--- src/rtl/systolic_pkg.sv ---
// rtl/systolic_pkg.sv - shared width-generic arithmetic helpers for the systolic PE
package systolic_pkg;

  localparam int unsigned MAX_W = 64;
  typedef logic [MAX_W-1:0] word_t;

  function automatic word_t umax_of(input int unsigned w);
    return (w >= MAX_W) ? '1 : ((word_t'(1) << w) - word_t'(1));
  endfunction

  function automatic word_t smax_of(input int unsigned w);
    return umax_of(w) >> 1;
  endfunction

  function automatic word_t smin_of(input int unsigned w);
    return word_t'(1) << (w - 1);
  endfunction

  // Adds two w-bit values held in the low bits of a word; returns {ovf, sum}.
  function automatic logic [MAX_W:0] sat_add(input logic signed_mode, input logic sat_en,
                                             input int unsigned w, input word_t a, input word_t b);
    logic [MAX_W:0] wide;
    word_t          sum;
    logic           ovf;
    logic [5:0]     msb;
    logic [6:0]     cidx;
    msb  = 6'(w - 1);
    cidx = 7'(w);
    wide = {1'b0, a} + {1'b0, b};
    sum  = wide[MAX_W-1:0] & umax_of(w);
    if (signed_mode) ovf = (a[msb] == b[msb]) && (sum[msb] != a[msb]);
    else             ovf = wide[cidx];
    if (ovf && sat_en) begin
      if (!signed_mode) sum = umax_of(w);
      else if (a[msb])  sum = smin_of(w);
      else              sum = smax_of(w);
    end
    return {ovf, sum};
  endfunction

endpackage

--- src/rtl/pe_mac_stage.sv ---
// rtl/pe_mac_stage.sv - two-stage multiply/accumulate with overflow tracking and saturation
module pe_mac_stage
  import systolic_pkg::*;
#(
  parameter int DATA_W = 8,
  parameter int ACC_W  = 24
) (
  input  logic              clk,
  input  logic              reset_n,
  input  logic              signed_mode,
  input  logic              sat_en,
  input  logic [DATA_W-1:0] a_in,
  input  logic [DATA_W-1:0] b_in,
  input  logic              valid_in,
  input  logic              first_in,
  input  logic              last_in,
  output logic              cap_valid,
  output logic [ACC_W-1:0]  acc_next,
  output logic              acc_ovf_next
);

  localparam int PW = 2 * DATA_W;

  if (ACC_W < PW || ACC_W > MAX_W) begin : g_bad_width
    $error("pe_mac_stage: ACC_W must lie between 2*DATA_W and 64");
  end

  logic [PW-1:0]        r_prod;
  logic                 r_v1, r_f1, r_l1;
  logic [ACC_W-1:0]     r_acc;
  logic                 r_acc_ovf;
  logic signed [PW-1:0] w_prod_s;
  logic [PW-1:0]        w_prod_u;
  logic [ACC_W-1:0]     w_ext, w_base;
  logic [MAX_W:0]       w_sum;

  assign w_prod_s = PW'($signed(a_in)) * PW'($signed(b_in));
  assign w_prod_u = PW'(a_in) * PW'(b_in);

  always_comb begin
    w_ext = ACC_W'(r_prod);
    if (signed_mode) w_ext = ACC_W'($signed(r_prod));
  end

  // A first beat restarts from zero, so its own add can never overflow.
  assign w_base       = r_f1 ? '0 : r_acc;
  assign w_sum        = sat_add(signed_mode, sat_en, ACC_W, word_t'(w_base), word_t'(w_ext));
  assign acc_next     = w_sum[ACC_W-1:0];
  assign acc_ovf_next = w_sum[MAX_W] | (~r_f1 & r_acc_ovf);
  assign cap_valid    = r_v1 & r_l1;

  if (ACC_W < MAX_W) begin : g_pad
    logic w_unused;
    assign w_unused = ^w_sum[MAX_W-1:ACC_W];
  end

  always_ff @(posedge clk) begin
    if (!reset_n) begin
      r_prod    <= '0;
      r_v1      <= 1'b0;
      r_f1      <= 1'b0;
      r_l1      <= 1'b0;
      r_acc     <= '0;
      r_acc_ovf <= 1'b0;
    end else begin
      r_prod <= signed_mode ? w_prod_s : w_prod_u;
      r_v1   <= valid_in;
      r_f1   <= first_in;
      r_l1   <= last_in;
      if (r_v1) begin
        r_acc     <= acc_next;
        r_acc_ovf <= acc_ovf_next;
      end
    end
  end

endmodule

--- src/rtl/systolic_pe_acc.sv ---
// rtl/systolic_pe_acc.sv - systolic PE: operand forwarding, MAC, result register and drain chain
module systolic_pe_acc
  import systolic_pkg::*;
#(
  parameter int DATA_W = 8,
  parameter int ACC_W  = 24
) (
  input  logic              clk,
  input  logic              reset_n,
  input  logic              signed_mode,
  input  logic              sat_en,
  input  logic [DATA_W-1:0] a_in,
  input  logic [DATA_W-1:0] b_in,
  input  logic              valid_in,
  input  logic              first_in,
  input  logic              last_in,
  output logic [DATA_W-1:0] a_out,
  output logic [DATA_W-1:0] b_out,
  output logic              valid_out,
  output logic              first_out,
  output logic              last_out,
  input  logic              drain_load,
  input  logic              drain_shift,
  input  logic [ACC_W-1:0]  drain_in,
  input  logic              drain_ovf_in,
  output logic [ACC_W-1:0]  drain_out,
  output logic              drain_ovf_out,
  output logic              res_valid,
  output logic              overrun
);

  logic [DATA_W-1:0] r_a, r_b;
  logic              r_v, r_f, r_l;
  logic [ACC_W-1:0]  r_res, r_drain;
  logic              r_res_ovf, r_res_valid, r_drain_ovf, r_overrun;
  logic              w_cap;
  logic [ACC_W-1:0]  w_acc_next;
  logic              w_acc_ovf_next;

  pe_mac_stage #(.DATA_W(DATA_W), .ACC_W(ACC_W)) u_mac (
    .clk          (clk),
    .reset_n      (reset_n),
    .signed_mode  (signed_mode),
    .sat_en       (sat_en),
    .a_in         (a_in),
    .b_in         (b_in),
    .valid_in     (valid_in),
    .first_in     (first_in),
    .last_in      (last_in),
    .cap_valid    (w_cap),
    .acc_next     (w_acc_next),
    .acc_ovf_next (w_acc_ovf_next)
  );

  always_ff @(posedge clk) begin
    if (!reset_n) begin
      r_a         <= '0;
      r_b         <= '0;
      r_v         <= 1'b0;
      r_f         <= 1'b0;
      r_l         <= 1'b0;
      r_res       <= '0;
      r_res_ovf   <= 1'b0;
      r_res_valid <= 1'b0;
      r_drain     <= '0;
      r_drain_ovf <= 1'b0;
      r_overrun   <= 1'b0;
    end else begin
      r_a <= a_in;
      r_b <= b_in;
      r_v <= valid_in;
      r_f <= first_in;
      r_l <= last_in;
      if (w_cap) begin
        r_res     <= w_acc_next;
        r_res_ovf <= w_acc_ovf_next;
      end
      // A capture landing on the unload cycle keeps the new result pending.
      if (w_cap)           r_res_valid <= 1'b1;
      else if (drain_load) r_res_valid <= 1'b0;
      if (w_cap && r_res_valid && !drain_load) r_overrun <= 1'b1;
      if (drain_load) begin
        r_drain     <= r_res;
        r_drain_ovf <= r_res_ovf;
      end else if (drain_shift) begin
        r_drain     <= drain_in;
        r_drain_ovf <= drain_ovf_in;
      end
    end
  end

  assign a_out         = r_a;
  assign b_out         = r_b;
  assign valid_out     = r_v;
  assign first_out     = r_f;
  assign last_out      = r_l;
  assign drain_out     = r_drain;
  assign drain_ovf_out = r_drain_ovf;
  assign res_valid     = r_res_valid;
  assign overrun       = r_overrun;

endmodule
--- config.mk ---
export PLATFORM = sky130hd
export DESIGN_NAME = systolic_pe_acc
export DESIGN_NICKNAME = d
export VERILOG_FILES = /design/src/rtl/systolic_pkg.sv /design/src/rtl/pe_mac_stage.sv /design/src/rtl/systolic_pe_acc.sv
export SDC_FILE = /design/constraint.sdc
export NUM_CORES = 1
export LEC_CHECK = 0
export ABC_AREA = 0
export BUFFER_PORTS_ARGS = -buffer_cell sky130_fd_sc_hd__buf_2
export CAP_MARGIN = 0
export CORE_MARGIN = 2
export CORE_UTILIZATION = 55
export CTS_CLUSTER_SIZE = 30
export DETAILED_ROUTE_END_ITERATION = 7
export GPL_TIMING_DRIVEN = 0
export PLACE_DENSITY_LB_ADDON = 0.12
export SKIP_CTS_REPAIR_TIMING = 1
export SYNTH_ARGS = -nofsm -noshare
export SYNTH_HDL_FRONTEND = slang
export SYNTH_SLANG_ARGS = --single-unit
--- constraint.sdc ---
create_clock -name clk -period 13.9 [get_ports clk]
set_input_delay 2.78 -clock clk [delete_from_list [all_inputs] [get_ports clk]]
set_output_delay 2.78 -clock clk [all_outputs]
set_load 0.01 [all_outputs]
==> results.md <==
- Setup tns final: 0 ns
- Worst-path clk slew: 0.08 ns
- Gate power share: 56.8%
- Most frequent cells in the layout: 158 x inv_1, 112 x dfxtp_1, 102 x and2_1
- Async S/R FF share, synth: 0%
- Post-Route WL: 22.8 mm
- WHS Path Cells: 1
- Ant diodes: 0
- Root Buffer: clkbuf_16
- Via-to-Cell Ratio: 5.32
- RSZ-0062 raised after global routing: no
- Syn Nets: 1337
- VDD IR max: 0.0771 mV
- Num CTS Buffers: 9
- Die area: 18500 um2
- Slew Viols, Final: 0
- Internal: 840 uW
- Ys flop type: dfxtp_1
- Gate Count Post-Synth: 1119
- Layout cells sized above 1: 9.57%
- Worst R2R End: u_mac.r_acc[3]
- Sw frac: 42.5%
- Largest net degree at the start of global routing: 21
- Initial drt markers: 359
- Outcome: completed
- IO Count: 96
- Fin crit period: 7.17 ns
- Post-synthesis register bit count: 112
- Final antenna-violating net count: 0
- Worst Path Arrival: 7.42 ns
- Gr usage total: 25.5%
- Seq. cell area: 2240 um2
- # port buffers: 87
- Slew at the pin with the worst max-slew slack: 0.731 ns
- Total power: 1460 uW
- Cell area after synthesis: 9560 um2
- Leakage: 0.00512 uW
- Pwr dens: 138 nW/um2
- Fin cells: 1447
- Worst Reg-to-Reg Cells: 13
- Placed insts: 1431
- Flop pwr share: 25.4%
- Sequential-to-total area share from yosys stat: 23.4%
- First-pass GRT wire length: 37.1 mm
- GPL Wtd Cong: 0.948
- DRC Markers: 0
- Starting Density: 55.7%
- Hold Startpoint: overrun
- Clock latency on the worst-skew pair: 0.36 ns
- Worst-path fanout max: 10
- Worst r2r src: u_mac.r_f1
- EDFF count, synth: 0
- Most common cell after layout, fill and taps aside: inv_1
- Min-delay worst type: reg2reg
- Clock power frac: 17.9%
- Hpwl dp: 18.8 mm
- TritonCTS clock tree: yes
- Routed len/inst: 15.8 um
- Area of the multi-input gates: 6520 um2
- Die W: 136 um
- Maxcap violations: 0
- CP Launch Type: primary input
- Row cnt: 48
- Via count: 7700
- Nets: 1435
- Setup violators final: 0
- Slew headroom: 51.2%
- YS warnings: 0
- Hold Crit Endpoint: overrun
- Synth Area per Inst: 8.55 um2
- Initial antenna violation count: 0
- Final hold vios: 0
- Total global routing overflow: 0
- CTS Buffer Depth: 2
- Initial DRT Pass Iterations: 6
- CP endpoint kind: register
- Synth-to-layout area growth: 10.7%
- Filler cells: 1601
- WP data required: 14.15 ns
- Period utilization: 51.6%
- CTS Sinks: 112
- H-tree Lvls: 3
- FF-to-FF setup slack: 10.07 ns
- Vias in the first global route: 7808
- Die Y-Extent: 136 um
- Crit path kind: in2reg
- Number of distinct library cells after synthesis: 50
- P_sw: 620 uW
- Core Box Area: 17200 um2
- Highest Clock Rate: 139 MHz
- Clk_skew: 0.0140 ns
## kinds of logic (layout without fill, tap and decap cells)
group	Yosys count	after routing	share of synthesized area, %
compound gates	197	197	13.2
mux	31	31	3.24
fa+ha+maj	168	168	28.7
flops	112	112	23.4
xor+xnor	43	43	3.94
simple gates	363	363	19.0
buf+inv	205	308	8.39
## area by class of cell
cell class,instances,share of cell area [%]
Clock inverter,6,0.591
Clock buffer,10,2.26
Inverter,160,5.68
Buffer,45,1.90
Sequential cell,112,21.2
Tap cell,225,2.66
Multi-Input combinational cell,802,61.6
Timing Repair Buffer,87,4.11
## flip-flops by register name, indices dropped and copies added, names as in the netlist
| signal | flops |
|---|---|
| u_mac.r_v1 | 1 |
| b_out | 8 |
| u_mac.r_prod | 16 |
| u_mac.r_l1 | 1 |
| u_mac.r_acc_ovf | 1 |
| res_valid | 1 |
| u_mac.r_f1 | 1 |
| r_res | 24 |
| drain_out | 24 |
| overrun | 1 |
| r_res_ovf | 1 |
| a_out | 8 |
| drain_ovf_out | 1 |
| u_mac.r_acc | 24 |
## power by group through the flow
stage | clock [uW] | sequential, uW | combinational (uW)
CTS | 265 | 370 | 835
detailed placement | 0 | 377 | 831
floorplan | 0 | 371 | 646
global placement | 0 | 377 | 818
global route | 275 | 372 | 954
finish | 261 | 370 | 829
## worst max path at each step
stage | cells after the start | slack, ns | start | end
after floorplan | 18 | 6.90 | a_in[6] | u_mac.r_prod[15]
after global placement | 16 | 6.37 | a_in[4] | u_mac.r_prod[15]
after detailed placement | 19 | 6.37 | a_in[3] | u_mac.r_prod[15]
after CTS | 16 | 6.74 | a_in[4] | u_mac.r_prod[15]
after global routing | 16 | 6.37 | a_in[4] | u_mac.r_prod[15]
final | 16 | 6.73 | a_in[4] | u_mac.r_prod[15]
## synthesized netlist by cell type (5+ instances only)
cell,number,share of area [%]
dfxtp_1,112,23
nor3_1,9,0.47
inv_1,158,6.2
a211oi_1,39,3.1
ha_1,82,11
nand2b_1,9,0.59
o21a_1,5,0.39
a21o_1,11,0.86
xnor2_1,27,2.5
nor2b_1,34,2.2
a21oi_1,39,2.0
fa_1,86,18
o211ai_1,6,0.47
nand4_1,5,0.33
o31ai_1,5,0.39
nand2_1,81,3.2
and2_1,102,6.7
mux2i_1,31,3.2
nand3_1,18,0.94
xor2_1,16,1.5
o41ai_1,5,0.46
o21ai_0,58,3.0
buf_2,5,0.26
nor2_1,89,3.5
or3_1,7,0.46
clkbuf_1,35,1.4
## per-layer routing
metal	routed length, um	global-route usage, %
met5	0	0
met1	9950	30.9
met4	559	9.14
met2	11800	47.2
met3	577	2.24
## critical path, cell delays in order
cell and delay [ns]:
clkbuf_1 0.45, nand2_1 0.15, fa_1 0.56, fa_1 0.55, inv_1 0.05, fa_1 0.48, inv_1 0.05, fa_1 0.47
inv_1 0.04, ha_1 0.31, a21boi_0 0.18, o41ai_1 0.42, o21ai_0 0.23, o41ai_1 0.35, xnor2_1 0.13, o211a_1 0.21
## stage by stage
step                setup WS (ns)  hold WS, ns  cell area [um2]  util, %
floorplan                    6.90        0.438             9560        -
global placement             6.37        0.444            10300     59.8
detailed placement           6.37        0.453            10300     59.8
CTS                          6.74        0.470            10600     61.6
global route                 6.37        0.501            10600     61.6
finish                       6.73        0.465            10600     61.6
Power figures use the tool's default switching activity.
